### config.mk
export PLATFORM = sky130hd
export DESIGN_NAME = vram_arbiter
export DESIGN_NICKNAME = d
export VERILOG_FILES = /design/src/rtl/vga_pkg.sv /design/src/rtl/vram_clear_engine.sv /design/src/rtl/vram_arbiter.sv
export SDC_FILE = /design/constraint.sdc
export NUM_CORES = 1
export LEC_CHECK = 0
export CAP_MARGIN = 20
export CORE_ASPECT_RATIO = 0.6
export CORE_MARGIN = 2
export CORE_UTILIZATION = 40
export DETAILED_ROUTE_END_ITERATION = 7
export DONT_BUFFER_PORTS = 1
export PLACE_DENSITY_LB_ADDON = 0.25
export SLEW_MARGIN = 20
export SYNTH_ARGS = -nofsm -noshare
export SYNTH_HDL_FRONTEND = slang
export SYNTH_SLANG_ARGS = --single-unit
### constraint.sdc
create_clock -name clk_25m -period 2.1 [get_ports clk_25m]
set_input_delay 0.42 -clock clk_25m [delete_from_list [all_inputs] [get_ports clk_25m]]
set_output_delay 0.42 -clock clk_25m [all_outputs]
set_load 0.005 [all_outputs]
### src/rtl/vga_pkg.sv
// Shared VGA/VRAM definitions: 640x480@60 timing constants, default VRAM
// geometry and the frame-clear FSM state encoding.
package vga_pkg;

  localparam int H_VISIBLE = 640;
  localparam int H_FRONT   = 16;
  localparam int H_SYNC    = 96;
  localparam int H_BACK    = 48;
  localparam int V_VISIBLE = 480;
  localparam int V_FRONT   = 10;
  localparam int V_SYNC    = 2;
  localparam int V_BACK    = 33;

  localparam int VRAM_ADDR_WIDTH = 16;
  localparam int VRAM_DATA_WIDTH = 16;

  typedef enum logic {
    ST_IDLE  = 1'b0,
    ST_CLEAR = 1'b1
  } clr_state_t;

endpackage

### src/rtl/vram_clear_engine.sv
// Frame-clear engine: walks a pointer from 0 to CLEAR_LAST writing a constant,
// advancing only on slots the arbiter grants; a new start restarts at 0.
module vram_clear_engine
  import vga_pkg::*;
#(
  parameter int ADDR_WIDTH = VRAM_ADDR_WIDTH,
  parameter int DATA_WIDTH = VRAM_DATA_WIDTH,
  parameter int CLEAR_LAST = 19199
) (
  input  logic                  clk_25m,
  input  logic                  rst_n,
  input  logic                  i_start,
  input  logic [DATA_WIDTH-1:0] i_value,
  input  logic                  i_blank,
  input  logic                  i_grant,
  output logic                  o_want,
  output logic                  o_busy,
  output logic [ADDR_WIDTH-1:0] o_addr,
  output logic [DATA_WIDTH-1:0] o_wdata
);

  localparam logic [ADDR_WIDTH-1:0] LAST_ADDR = ADDR_WIDTH'(CLEAR_LAST);

  clr_state_t            r_state;
  clr_state_t            w_state_nxt;
  logic [ADDR_WIDTH-1:0] r_ptr;
  logic [ADDR_WIDTH-1:0] w_ptr_nxt;
  logic [DATA_WIDTH-1:0] r_value;
  logic                  w_last;

  assign w_last = (r_ptr == LAST_ADDR);

  always_ff @(posedge clk_25m or negedge rst_n) begin
    if (!rst_n) begin
      r_state <= ST_IDLE;
      r_ptr   <= '0;
      r_value <= '0;
    end else begin
      r_state <= w_state_nxt;
      r_ptr   <= w_ptr_nxt;
      if (i_start) r_value <= i_value;
    end
  end

  // A start pulse always wins over a write granted in the same cycle.
  always_comb begin
    w_state_nxt = r_state;
    w_ptr_nxt   = r_ptr;
    if (r_state == ST_IDLE) begin
      if (i_start) begin
        w_state_nxt = ST_CLEAR;
        w_ptr_nxt   = '0;
      end
    end else begin
      if (i_start) begin
        w_ptr_nxt = '0;
      end else if (i_grant) begin
        if (w_last) begin
          w_state_nxt = ST_IDLE;
          w_ptr_nxt   = '0;
        end else begin
          w_ptr_nxt = r_ptr + ADDR_WIDTH'(1);
        end
      end
    end
  end

  assign o_busy  = (r_state == ST_CLEAR);
  assign o_want  = o_busy & i_blank;
  assign o_addr  = r_ptr;
  assign o_wdata = r_value;

endmodule

### src/rtl/vram_arbiter.sv
// Single-port VRAM arbiter: pixel fetch > blanking-time clear > CPU, with a
// registered command stage and a fixed 2-cycle tagged read-return pipeline.
module vram_arbiter
  import vga_pkg::*;
#(
  parameter int ADDR_WIDTH   = VRAM_ADDR_WIDTH,
  parameter int DATA_WIDTH   = VRAM_DATA_WIDTH,
  parameter int CLEAR_LAST   = 19199,
  parameter int STARVE_LIMIT = 64
) (
  input  logic                  clk_25m,
  input  logic                  rst_n,
  input  logic                  in_blank,
  input  logic                  pix_req,
  input  logic [ADDR_WIDTH-1:0] pix_addr,
  output logic                  pix_rvalid,
  output logic [DATA_WIDTH-1:0] pix_rdata,
  input  logic                  cpu_valid,
  input  logic                  cpu_we,
  input  logic [ADDR_WIDTH-1:0] cpu_addr,
  input  logic [DATA_WIDTH-1:0] cpu_wdata,
  output logic                  cpu_ready,
  output logic                  cpu_rvalid,
  output logic [DATA_WIDTH-1:0] cpu_rdata,
  input  logic                  clear_start,
  input  logic [DATA_WIDTH-1:0] clear_value,
  output logic                  clear_busy,
  output logic                  cpu_starved,
  output logic                  mem_en,
  output logic                  mem_we,
  output logic [ADDR_WIDTH-1:0] mem_addr,
  output logic [DATA_WIDTH-1:0] mem_wdata,
  input  logic [DATA_WIDTH-1:0] mem_rdata
);

  localparam int                CNT_W     = $clog2(STARVE_LIMIT + 1);
  localparam logic [CNT_W-1:0]  LIMIT_CNT = CNT_W'(STARVE_LIMIT);

  logic                  w_clr_want;
  logic                  w_clr_busy;
  logic [ADDR_WIDTH-1:0] w_clr_addr;
  logic [DATA_WIDTH-1:0] w_clr_wdata;
  logic                  w_clr_gnt;
  logic                  w_cpu_gnt;

  logic                  r_mem_en;
  logic                  r_mem_we;
  logic [ADDR_WIDTH-1:0] r_mem_addr;
  logic [DATA_WIDTH-1:0] r_mem_wdata;
  logic                  r_pix_tag_p0;
  logic                  r_cpu_tag_p0;
  logic                  r_pix_tag_p1;
  logic                  r_cpu_tag_p1;
  logic                  r_pix_rvalid;
  logic                  r_cpu_rvalid;
  logic [DATA_WIDTH-1:0] r_pix_rdata;
  logic [DATA_WIDTH-1:0] r_cpu_rdata;
  logic [CNT_W-1:0]      r_wait;
  logic [CNT_W-1:0]      w_wait_nxt;
  logic                  r_starved;

  vram_clear_engine #(
    .ADDR_WIDTH (ADDR_WIDTH),
    .DATA_WIDTH (DATA_WIDTH),
    .CLEAR_LAST (CLEAR_LAST)
  ) u_clear (
    .clk_25m (clk_25m),
    .rst_n   (rst_n),
    .i_start (clear_start),
    .i_value (clear_value),
    .i_blank (in_blank),
    .i_grant (w_clr_gnt),
    .o_want  (w_clr_want),
    .o_busy  (w_clr_busy),
    .o_addr  (w_clr_addr),
    .o_wdata (w_clr_wdata)
  );

  // Fixed priority; the CPU is held off only while the clear is actually eligible.
  assign w_clr_gnt = w_clr_want & ~pix_req;
  assign w_cpu_gnt = cpu_valid & ~pix_req & ~w_clr_want;
  assign cpu_ready = w_cpu_gnt;

  always_ff @(posedge clk_25m or negedge rst_n) begin
    if (!rst_n) begin
      r_mem_en     <= 1'b0;
      r_mem_we     <= 1'b0;
      r_mem_addr   <= '0;
      r_mem_wdata  <= '0;
      r_pix_tag_p0 <= 1'b0;
      r_cpu_tag_p0 <= 1'b0;
    end else begin
      r_mem_en     <= pix_req | w_clr_gnt | w_cpu_gnt;
      r_mem_we     <= w_clr_gnt | (w_cpu_gnt & cpu_we);
      r_pix_tag_p0 <= pix_req;
      r_cpu_tag_p0 <= w_cpu_gnt & ~cpu_we;
      if (pix_req) begin
        r_mem_addr <= pix_addr;
      end else if (w_clr_gnt) begin
        r_mem_addr  <= w_clr_addr;
        r_mem_wdata <= w_clr_wdata;
      end else if (w_cpu_gnt) begin
        r_mem_addr <= cpu_addr;
        if (cpu_we) r_mem_wdata <= cpu_wdata;
      end
    end
  end

  // Tags ride alongside the RAM's own latency; async reset drops in-flight returns.
  always_ff @(posedge clk_25m or negedge rst_n) begin
    if (!rst_n) begin
      r_pix_tag_p1 <= 1'b0;
      r_cpu_tag_p1 <= 1'b0;
      r_pix_rvalid <= 1'b0;
      r_cpu_rvalid <= 1'b0;
      r_pix_rdata  <= '0;
      r_cpu_rdata  <= '0;
    end else begin
      r_pix_tag_p1 <= r_pix_tag_p0;
      r_cpu_tag_p1 <= r_cpu_tag_p0;
      r_pix_rvalid <= r_pix_tag_p1;
      r_cpu_rvalid <= r_cpu_tag_p1;
      if (r_pix_tag_p1) r_pix_rdata <= mem_rdata;
      if (r_cpu_tag_p1) r_cpu_rdata <= mem_rdata;
    end
  end

  always_comb begin
    w_wait_nxt = r_wait;
    if (w_cpu_gnt) begin
      w_wait_nxt = '0;
    end else if (cpu_valid && (r_wait != LIMIT_CNT)) begin
      w_wait_nxt = r_wait + CNT_W'(1);
    end
  end

  always_ff @(posedge clk_25m or negedge rst_n) begin
    if (!rst_n) begin
      r_wait    <= '0;
      r_starved <= 1'b0;
    end else begin
      r_wait <= w_wait_nxt;
      if (clear_start) begin
        r_starved <= 1'b0;
      end else if (w_wait_nxt == LIMIT_CNT) begin
        r_starved <= 1'b1;
      end
    end
  end

  assign mem_en      = r_mem_en;
  assign mem_we      = r_mem_we;
  assign mem_addr    = r_mem_addr;
  assign mem_wdata   = r_mem_wdata;
  assign pix_rvalid  = r_pix_rvalid;
  assign pix_rdata   = r_pix_rdata;
  assign cpu_rvalid  = r_cpu_rvalid;
  assign cpu_rdata   = r_cpu_rdata;
  assign clear_busy  = w_clr_busy;
  assign cpu_starved = r_starved;

endmodule

==> results of run 1 <==
## path summary, 6_finish.rpt
| path | start | slack [ns] | endpoint | cells past startpoint |
|---|---|---|---|---|
| worst max register to register | u_clear.o_addr[8] | 0.14 | u_clear.o_addr[15] | 5 |
| worst min register to register | r_cpu_tag_p0 | 0.35 | r_cpu_tag_p1 | 0 |
| min in group clk_25m | pix_req | 0.07 | r_pix_tag_p0 | 0 |
| worst max-delay path | u_clear.o_addr[8] | 0.14 | u_clear.o_addr[15] | 5 |
| worst min-delay path | rst_n | -0.29 | u_clear.o_wdata[6] | 0 |
| max in group asynchronous | rst_n | 2.20 | cpu_rdata[3] | 0 |
## synthesized netlist by cell type (2+ instances only)
cell,n,share of area
a211oi_1,2,0.0030
a21o_1,2,0.0030
a21oi_1,60,0.059
a22o_1,4,0.0069
and3_1,3,0.0037
buf_1,3,0.0022
buf_2,3,0.0030
buf_6,2,0.0044
clkbuf_1,22,0.016
dfrtp_1,113,0.56
ha_1,3,0.0074
inv_1,8,0.0059
mux2_2,49,0.11
mux2i_1,20,0.039
nand2_1,48,0.035
nand3_1,26,0.026
nand4_1,9,0.011
nor2_1,32,0.024
nor2b_1,2,0.0025
nor3_1,8,0.0079
o21ai_0,30,0.030
or2_2,2,0.0025
or3_1,4,0.0049
xor2_1,2,0.0034
## through the flow
stage	cell area (um^2)	setup slack, ns	power (mW)
finish	5910	0.140	6.20
global route	5910	0.0315	6.47
CTS	5910	0.128	6.29
detailed placement	5270	0.140	3.11
global placement	5270	0.200	3.08
floorplan	5080	0.141	2.98
## kinds of logic (layout without fill, tap and decap cells)
logic type | after synthesis | in the layout | share of synthesized area
and+or+nand+nor | 144 | 144 | 0.139
xor gates and xnor gates | 2 | 2 | 0.00345
adders and majority gates | 3 | 3 | 0.00738
buffers and inverters | 38 | 54 | 0.0317
AOI/OAI and AO/OA | 106 | 106 | 0.114
muxes | 69 | 69 | 0.148
DFF | 113 | 113 | 0.556
## state kept, by name, indices dropped and copies added, names as in the netlist
signal,cells
pix_rdata,16
u_clear.o_wdata,16
r_pix_tag_p1,1
mem_wdata,16
mem_en,1
mem_addr,16
pix_rvalid,1
cpu_starved,1
r_cpu_tag_p1,1
u_clear.o_addr,16
u_clear.o_busy,1
r_pix_tag_p0,1
r_wait,7
cpu_rvalid,1
mem_we,1
cpu_rdata,16
r_cpu_tag_p0,1
## per-layer routing
layer	up-vias	track usage	part of all wire
li1	1694	-	-
met1	1825	0.247	0.46
met2	130	0.289	0.47
met3	4	0.0558	0.065
met4	0	0.0524	0.0048
met5	-	0	0
## final cells by class
type	count	area, um^2	share of cell area
well taps	165	206	0.0349
clock buffers	17	425	0.0720
repair buffers	14	105	0.0178
multi-input cells	324	2100	0.355
flip-flops and latches	113	2830	0.478
clock inverters	15	220	0.0372
inverters	8	30.0	0.00508
## power by group through the flow
stage | clock, mW | sequential [mW] | combinational (mW)
global route | 3.31 | 2.66 | 0.496
CTS | 3.21 | 2.63 | 0.442
global placement | 0 | 2.66 | 0.415
detailed placement | 0 | 2.67 | 0.441
finish | 3.13 | 2.63 | 0.438
floorplan | 0 | 2.61 | 0.378
==> flow_summary.json, run 1 <==
{
  "status": "complete, but fails checks",
  "violations": "hold timing",
  "clockBufferDepth": 2,
  "finalNonFillerCells": 656,
  "rsz0062_at_grt": "no",
  "clk_pin_slew_worst_paths_ns": 0.06,
  "setup_viol_count_final": 0,
  "rows": 31,
  "die_area_um2": 13700,
  "syn_nets": 565,
  "crit_path_start_kind": "flip-flop",
  "async_flop_share": 1.00,
  "cp_slowest_cell": "or4b_4",
  "cp.required_ns": 2.38,
  "drtIter0Drc": 221,
  "dp_hpwl_mm": 8.46,
  "final_cell_mix": "dfrtp_1 (113), a21oi_1 (60), mux2_2 (49), nand2_1 (48), nor2_1 (31)",
  "grt_pass1_wl_mm": 19.5,
  "tightest_slew_ns": 0.909,
  "diodes": 0,
  "fp.dieW_um": 150,
  "routed_via_density": 5.57,
  "sw_frac_of_total": 0.243,
  "fillers": 1137,
  "skew_ns": 0.0125,
  "num_vias": 3653,
  "crit_arrival_ns": 2.24,
  "antenna_found_initial": 0,
  "clkPwrFrac": 0.505,
  "critPathBufInv": 0,
  "crit_fanout": 18,
  "crit_family": "simple AND/OR/NAND/NOR gates",
  "cts_sinks": 113,
  "grt_pass1_vias": 3711,
  "comb_power_share": 0.071,
  "drc": 0,
  "endpoint_kind": "flip-flop",
  "switchingPower_mw": 1.50,
  "slowest_delay_ns": 0.55,
  "final_core_util": 0.484,
  "final_common_cell": "dfrtp_1",
  "cap_viol_max_count": 0,
  "root_buffer": "clkbuf_16",
  "core_um2": 12200,
  "critPathKind": "reg2reg",
  "whs_ns": -0.287,
  "power.internal_mw": 4.69,
  "insertion_delay_ns": 0.40,
  "cts_htree_levels": 4,
  "synthFlopType": "dfrtp_1",
  "place_inst": 624,
  "cts_resized": 0,
  "die_h_um": 91.3,
  "pin_count": 158,
  "crit_chain": "or4b_4, nor4_4, nor2_4, a21o_1, a22o_1",
  "synthesis.area_um2": 5080,
  "synth-edff-count": 0,
  "grt_max_degree": 114,
  "hp-class": "in2async",
  "fmax_ghz": 0.510,
  "routedWlPerCell_um": 18.6,
  "antenna_left": 0,
  "initial_core_util": 0.416,
  "ys_ff_latch": 113,
  "syn_inst": 475,
  "routed_wl_mm": 12.2,
  "min_period_ns": 1.96,
  "globalplace.congestion": 0.857,
  "peakVddDrop_uv": 703,
  "finalCritPeriodShare": 0.933,
  "grt_overflow_total": 0,
  "syn_avg_cell_area_um2": 10.7,
  "slew_violations": 0,
  "ys_seq_area_frac": 0.556,
  "cts_tree": "built",
  "syn_to_final_growth_pct": 16.3,
  "drive_gt1_frac": 0.214,
  "cts_buffers": 17,
  "cts_setup_buffers": 0,
  "drt_pre_antenna_iters": 6,
  "grt_util_all_layers": 0.184,
  "slew_headroom": 0.392,
  "cellPowerDensity_nw_per_um2": 1050,
  "fin_nets": 568,
  "port_buffers": 0,
  "power_leakage_nw": 2.57,
  "seq_power_share": 0.424,
  "synth_cell_types": 42,
  "hold_viol": 113,
  "yosysWarnings": 0,
  "tns_ns": 0
}
Power figures use the tool's default switching activity.
==> inputs of run 2 (changes only) <==
==> constraint.sdc (replaced) <==
create_clock -name clk_25m -period 2.2 [get_ports clk_25m]
set_input_delay 0.44 -clock clk_25m [delete_from_list [all_inputs] [get_ports clk_25m]]
set_output_delay 0.44 -clock clk_25m [all_outputs]
set_load 0.005 [all_outputs]
==> run 2 against run 1 <==
The flow still finishes with violations (hold timing). Register-to-register slack better by 0.05 ns. Global-route usage down 0.21 points. Sequential power shrank 4%. Non-clock buffer count fell by 3. Total power shrank 6.5%. Critical path depth unchanged. Hold slack better by 0.012 ns. Final cell count decreased by 0.46%. Setup slack better by 0.047 ns. Wire length shrank 1.4%. Combinational power decreased by 11%. Critical path type unchanged. Critical endpoint unchanged. Largest cell class unchanged.
==> flow_summary.json, run 2 (synthesis gave the netlist of run 1 again) <==
{
  "status": "complete, but fails checks",
  "violations": "hold timing",
  "tightest_slew_ns": 0.719,
  "worstSetupStartpoint": "u_clear.o_addr[12]",
  "routed_wl_mm": 12.0,
  "crit_fanout": 18,
  "r2r_start": "u_clear.o_addr[12]",
  "grt_busiest_layer": "met2",
  "num_vias": 3564,
  "cts_resized": 0,
  "rsz0062_at_grt": "no",
  "place_area_um2": 5240,
  "slew_violations": 0,
  "initial_core_util": 0.416,
  "slew_headroom": 0.519,
  "cp.required_ns": 2.49,
  "tns_ns": 0,
  "postLayoutCellArea_um2": 5870,
  "grt_pass1_vias": 3689,
  "insertion_delay_ns": 0.41,
  "r2r_setup_slack_ns": 0.19,
  "whs_ns": -0.275,
  "met2_usage": 0.275,
  "min_period_ns": 2.01,
  "antenna_left": 0,
  "root_buffer": "clkbuf_16",
  "drc": 0,
  "fmax_ghz": 0.497,
  "fin_nets": 565,
  "crit_arrival_ns": 2.31,
  "routedWlPerCell_um": 18.4,
  "cts_setup_buffers": 0,
  "grtUsageMet3": 0.0678,
  "cellPowerDensity_nw_per_um2": 987,
  "hp-class": "in2async",
  "skew_ns": 0.00810,
  "setup_viol_count_final": 0,
  "final_cell_mix": "dfrtp_1 (113), a21oi_1 (60), mux2_2 (49), nand2_1 (48), nor2_1 (31)",
  "cts_sinks": 113,
  "pin_count": 158,
  "critPathKind": "reg2reg",
  "die_h_um": 91.3,
  "critical_path.endpoint": "u_clear.o_addr[15]",
  "drtIter0Drc": 254,
  "cts_buffers": 17,
  "rows": 31,
  "port_buffers": 0,
  "routed_via_density": 5.46,
  "globalplace.congestion": 0.866,
  "diodes": 0,
  "dp_hpwl_mm": 8.31,
  "crit_path_start_kind": "flip-flop",
  "final_common_cell": "dfrtp_1",
  "drive_gt1_frac": 0.209,
  "fp.dieW_um": 150,
  "cts_tree": "built",
  "power_leakage_nw": 2.54,
  "grt_overflow_total": 0,
  "drt_pre_antenna_iters": 4,
  "grt.met1_usage": 0.241,
  "cap_viol_max_count": 0,
  "antenna_found_initial": 0,
  "grt_pass1_wl_mm": 19.0,
  "endpoint_kind": "flip-flop",
  "cp_slowest_cell": "or4b_4",
  "crit_chain": "or4b_4, nor4_4, nor2_4, a21o_1, a22o_1",
  "clockBufferDepth": 2,
  "peakVddDrop_uv": 485,
  "grt_max_degree": 114,
  "finalCritPeriodShare": 0.915,
  "total_power_mw": 5.79,
  "fillers": 1152,
  "die_area_um2": 13700,
  "ff2ff_path_depth": 5,
  "cts_htree_levels": 4,
  "core_um2": 12200,
  "hold_viol": 113,
  "slowest_delay_ns": 0.55,
  "syn_to_final_growth_pct": 15.4,
  "r2r-end": "u_clear.o_addr[15]",
  "clk_pin_slew_worst_paths_ns": 0.06,
  "grt_util_all_layers": 0.182
}
run 2: metrics by stage:
step                utilization  std cells  setup WS [ns]  hold slack [ns]
floorplan                     -        475          0.241            0.144
global placement          0.429        621          0.242            0.146
detailed placement        0.429        621          0.210            0.147
CTS                       0.480        653          0.195           -0.295
global route              0.480        653          0.121           -0.302
finish                    0.480        653          0.187           -0.275
run 2: worst min-delay path by stage:
stage / depth (start not counted) / endpoint / slack (ns) / from
2_1_floorplan: 0 / cpu_rdata[0] / 0.14 / rst_n
3_3_place_gp: 0 / u_clear.o_wdata[6] / 0.15 / rst_n
3_5_place_dp: 0 / u_clear.o_wdata[6] / 0.15 / rst_n
4_1_cts: 0 / u_clear.o_wdata[6] / -0.30 / rst_n
5_1_grt: 0 / u_clear.o_wdata[6] / -0.30 / rst_n
6_report: 0 / u_clear.o_wdata[4] / -0.27 / rst_n
run 2: cell type report:
cell class | count | area (um^2) | area share
Sequential cell | 113 | 2830 | 0.482
Multi-Input combinational cell | 324 | 2100 | 0.357
Clock buffer | 17 | 425 | 0.0725
Tap cell | 165 | 206 | 0.0352
Clock inverter | 15 | 198 | 0.0337
Timing Repair Buffer | 11 | 82.6 | 0.0141
Inverter | 8 | 30.0 | 0.00512
run 2: critical path, delay by kind of cell (launching register included):
family           cells  cell delay, ns
AO/OA/AOI/OAI        2            0.40
flip-flops           1            0.44
AND/OR/NAND/NOR      3            1.05
run 2: power by group:
part	total (mW)	leakage, nW	internal, mW	switching, mW
clock	2.89	0.299	1.82	1.07
sequential	2.52	1.38	2.31	0.206
combinational	0.388	0.859	0.221	0.167
run 2: metal layers:
layer  share of wire  vias up
met1            0.46     1756
met4          0.0043        0
met5               0        -
met3           0.076        4
li1                -     1684
met2            0.46      120
==> patch 1 (config.mk and constraints of run 2) <==
The package constant `VRAM_DATA_WIDTH` goes from 16 to 32.
--- a/src/rtl/vga_pkg.sv
+++ b/src/rtl/vga_pkg.sv
@@ -13,5 +13,5 @@
 
   localparam int VRAM_ADDR_WIDTH = 16;
-  localparam int VRAM_DATA_WIDTH = 16;
+  localparam int VRAM_DATA_WIDTH = 32;
 
   typedef enum logic {
Interface: changed (6 resized); port bits go from 158 to 254. The function was not compared with the original's and may differ.
==> patch 1 against run 2 <==
- synthesized cell count up 35%
- total power up 34%
- cell area up 44%
- setup slack worse by 0.073 ns
- routed wire length up 40%
- count of clock-buffer cells in the layout up 4
- sequential cell count up 64
- cell count up 36%
- synthesized area up 50%
- critical path depth unchanged
- the run still ends with hold timing left
==> patch 1: results (changes against run 2) <==
Unique masters post-synth=44 (was 42); post-synthesis mux area share=19.0% (was 14.8%); largest net degree at the start of global routing=178 (was 114); Layout clock buffers=21 (was 17); Synth Area in Compound Gates=9.25% (was 11.4%); Tightest Pin Transition=0.705 ns (was 0.719 ns); dpl ws=0.0578 ns (was 0.210 ns); Placed Instances=857 (was 621); metal3 WL=1790 um (was 913 um); Post-DP Area=0.00782 mm^2 (was 0.00524 mm^2); Post-Syn Area per Cell=11.8 um^2 (was 10.7 um^2); 1st-iter DRT viols=209 (was 254); register area=0.00443 mm^2 (was 0.00283 mm^2); vias per cell=5.43 (was 5.46); ys async rst share=100% (unchanged); post-CTS sizing=0 (unchanged); status=complete, but fails checks (unchanged); Avg WL per Cell=18.9 um (was 18.4 um); Seq/Total Area, Yosys=58.1% (was 55.6%); vias in the first global route=5143 (was 3689); gr usage total=17.2% (was 18.2%); most common library cells after synthesis=dfrtp_1, mux2_2, nand2_1 (was dfrtp_1, a21oi_1, mux2_2); Syn Nets=781 (was 565); Multi-input gate area=0.00298 mm^2 (was 0.00210 mm^2); Post-Synth XOR/XNOR Area=0.575% (was 0.345%); CP peak stage delay=0.57 ns (was 0.55 ns); Port Buffers=0 (unchanged); Clock buf/inv share=7.36% (was 10.6%); Syn-to-layout area delta=10.9% (was 15.4%); Clock Skews=0.00611 ns (was 0.00810 ns); ANT cells=1 (was 0); met3 Use GR=7.95% (was 6.78%); Post-Syn Area=0.00762 mm^2 (was 0.00508 mm^2); CTS sink count=177 (was 113); M2 GR Usage=25.9% (was 27.5%); clk_lat worst skew=0.42 ns; DP HPWL=11700 um (was 8310 um); WL met1=7240 um (was 5500 um); initial antenna violation count=1 (was 0); routability congestion estimate=0.811 (was 0.866); Non-Clock Inverter Count=7 (was 8); nets@finish=768 (was 565); Routed met2 length=7470 um (was 5550 um); peak supply drop=0.440 mV (was 0.485 mV); Max Fclk=479 MHz (was 497 MHz); dominant cells by area after synthesis=dfrtp_1, mux2_2, mux2i_1, nand2_1, o21ai_0 (was dfrtp_1, mux2_2, a21oi_1, mux2i_1, nand2_1); Crit Path Max Fanout=8 (was 18); WP data arrival=2.40 ns (was 2.31 ns); total number of vias=4833 (was 3564); worst hold margin=-0.288 ns (was -0.275 ns); ratio of cells with drive above 1 in the final layout=23.3% (was 20.9%); Pleak=3.73 nW (was 2.54 nW); GR Util met1=21.9% (was 24.1%); first-pass GRT wire length=27400 um (was 19000 um); Worst setup endpoint=u_clear.o_addr[11] (was u_clear.o_addr[15]); Filler cells=1730 (was 1152); failing checks=hold timing (unchanged); Synth Area in Adders=0.493% (was 0.738%); Final Hold Fails=177 (was 113); Non-clock buffering overhead=1.01% (was 1.41%)
==> patch 1: cell types whose count changed in the layout (fill, tap and decap cells not counted), sizes merged, moves of 14 or more <==
| cell | run 2 | this run |
|---|---|---|
| nand2 | 48 | 81 |
| a21oi | 60 | 41 |
| mux2i | 20 | 34 |
| nor2 | 33 | 9 |
| mux2 | 49 | 98 |
| o21ai | 30 | 57 |
| dfrtp | 113 | 177 |
==> patch 1: where the power goes <==
group / internal (mW) / leakage (nW) / total [mW] / switching [mW]
Clock: 1.89 / 0.304 / 3.16 / 1.27
Sequential: 3.66 / 2.16 / 4.01 / 0.349
Combinational: 0.363 / 1.27 / 0.618 / 0.255
Total: 5.91 / 3.73 / 7.79 / 1.87
==> patch 1: what timing repair did <==
| action | in CTS | in global routing |
|---|---|---|
| setup buffers | 0 | 0 |
| endpoints found under the setup margin | 0 | 3 |
| hold endpoints to repair | 177 | 177 |
==> patch 2 (settings of run 2) <==
Without the edit above. Make the reset (`rst_n`) synchronous in 4 clocked blocks. Comments in the files are not updated.
--- a/src/rtl/vram_clear_engine.sv
+++ b/src/rtl/vram_clear_engine.sv
@@ -31,5 +31,5 @@
   assign w_last = (r_ptr == LAST_ADDR);
 
-  always_ff @(posedge clk_25m or negedge rst_n) begin
+  always_ff @(posedge clk_25m) begin
     if (!rst_n) begin
       r_state <= ST_IDLE;
--- a/src/rtl/vram_arbiter.sv
+++ b/src/rtl/vram_arbiter.sv
@@ -82,5 +82,5 @@
   assign cpu_ready = w_cpu_gnt;
 
-  always_ff @(posedge clk_25m or negedge rst_n) begin
+  always_ff @(posedge clk_25m) begin
     if (!rst_n) begin
       r_mem_en     <= 1'b0;
@@ -108,5 +108,5 @@
 
   // Tags ride alongside the RAM's own latency; async reset drops in-flight returns.
-  always_ff @(posedge clk_25m or negedge rst_n) begin
+  always_ff @(posedge clk_25m) begin
     if (!rst_n) begin
       r_pix_tag_p1 <= 1'b0;
@@ -135,5 +135,5 @@
   end
 
-  always_ff @(posedge clk_25m or negedge rst_n) begin
+  always_ff @(posedge clk_25m) begin
     if (!rst_n) begin
       r_wait    <= '0;
Formal check against the unedited RTL: differs if rst_n is asserted again (counterexample within 4 cycles, from zero or initial values and one cycle with rst_n low); with rst_n held inactive, the same outputs for 4 cycles.
==> patch 2 against run 2 <==
- setup slack better by 0.038 ns
- routed wire length up 2.0%
- combinational power down 19%
- synthesized area down 1.9%
- total power down 9.6%
- cell area down 2.4%
- die area down 1.8%
- worst hold slack better by 0.40 ns
- non-clock buffer count down 1
- sequential cell count unchanged
==> patch 2: results (changes against run 2) <==
Crit Path Max Fanout=4 (was 18); Setup Fix Bufs, Post-CTS=0 (unchanged); vias in the first global route=3847 (was 3689); nets@finish=624 (was 565); ratio of cells with drive above 1 in the final layout=12.8% (was 20.9%); CP peak stage delay=0.42 ns (was 0.55 ns); Port Buffers=0 (unchanged); largest net degree at the start of global routing=41 (was 114); Max Buffers Root-to-Sink=2 (unchanged); ANT cells=0 (unchanged); total number of vias=3872 (was 3564); DP HPWL=8780 um (was 8310 um); Post-Syn Area per Cell=9.24 um^2 (was 10.7 um^2); Unique masters post-synth=55 (was 42); status=finished clean (was complete, but fails checks); dominant cells by area after synthesis=dfxtp_1, mux2i_1, nand2_1, nor2_1, mux2_2 (was dfrtp_1, mux2_2, a21oi_1, mux2i_1, nand2_1); most common library cells after synthesis=dfxtp_1, nand2_1, nor2_1 (was dfrtp_1, a21oi_1, mux2_2); peak supply drop=0.567 mV (was 0.485 mV); gr usage total=18.5% (was 18.2%); first-pass GRT wire length=19800 um (was 19000 um); delay-heaviest family, CP=compound AO/OA/AOI/OAI gates (was simple AND/OR/NAND/NOR gates); Avg WL per Cell=17.2 um (was 18.4 um); Worst-path clk slew=0.06 ns (about the same); routability congestion estimate=0.887 (was 0.866); Post-DRT Antenna Nets=0 (unchanged); slowest CP cell=a2111o_1 (was or4b_4); Placed Instances=680 (was 621); drt first pass iters=5 (was 4); Main synth FF type=dfxtp_1 (was dfrtp_1); worst min-delay path category=input port to flip-flop (was input port to async pin); Pleak=2.04 nW (was 2.54 nW); initial antenna violation count=0 (unchanged); dpl ws=0.240 ns (was 0.210 ns); CTS Buf Count=17 (unchanged); Seq/Total Area, Yosys=45.4% (was 55.6%); 1st-iter DRT viols=236 (was 254); drt total wl=12300 um (was 12000 um); Filler cells=1159 (was 1152); clk_lat worst skew=~0.4 ns; WP data arrival=2.28 ns (was 2.31 ns); post-CTS sizing=0 (unchanged); Clock Skews=0.00992 ns (was 0.00810 ns); Syn Nets=630 (was 565); Ys Warns=0 (unchanged); ys async rst share=0% (was 100%); Post-synth EDFFs=0 (unchanged); switching part of the total power=23.7% (was 24.9%); relative slew slack=63.2% (was 51.9%)
-- patch 2: changes by cell type after synthesis, sizes merged, moves of 21 or more --
cell   delta
nor2     +30
o21ai    -27
dfrtp   -113
nor2b    +21
mux2     -33
mux2i    +29
a21oi    -37
dfxtp   +113
-- patch 2: cell families after synthesis --
group,share of synthesized area (%)
compound gates,13.1
buf+inv,3.59
mux,13.4
xor+xnor,1.93
simple gates,21.8
flops,45.4
fa+ha+maj,0.753
-- patch 2: cell type report --
class,count,area share (%)
multi-input cells,384,44.5
flip-flops and latches,113,39.5
clock buffers,18,7.67
well taps,165,3.60
clock inverters,14,2.71
repair buffers,10,1.53
inverters,8,0.524
-- patch 2: worst paths after layout --
path | start | to | slack (ns) | cells after the start
worst max-delay path | r_wait[0] | cpu_starved | 0.22 | 6
worst min-delay path | cpu_we | r_cpu_tag_p0 | 0.12 | 1
worst max register to register | r_wait[0] | cpu_starved | 0.22 | 6
worst min register to register | r_pix_tag_p0 | r_pix_tag_p1 | 0.44 | 1
-- patch 2: through the flow --
step | cell area (um^2) | total power [mW]
final | 5730 | 5.24
after global routing | 5730 | 5.46
after CTS | 5730 | 5.30
after detailed placement | 5130 | 2.56
after global placement | 5130 | 2.55
after floorplan | 4990 | 2.51
-- patch 2: power by group through the flow --
| stage | Clock (mW) | Sequential [mW] | Combinational (mW) |
|---|---|---|---|
| floorplan | 0 | 2.22 | 0.283 |
| global placement | 0 | 2.24 | 0.306 |
| detailed placement | 0 | 2.24 | 0.316 |
| CTS | 2.79 | 2.20 | 0.317 |
| global route | 2.90 | 2.21 | 0.357 |
| finish | 2.72 | 2.20 | 0.314 |
-- patch 2: per-layer routing --
| layer | up-vias | routed length (um) | track usage, % |
|---|---|---|---|
| met2 | 153 | 5050 | 26.7 |
| li1 | 1899 | - | - |
| met3 | 9 | 1320 | 8.79 |
| met1 | 1811 | 5810 | 24.8 |
| met5 | - | 0 | 0 |
| met4 | 0 | 82 | 4.52 |
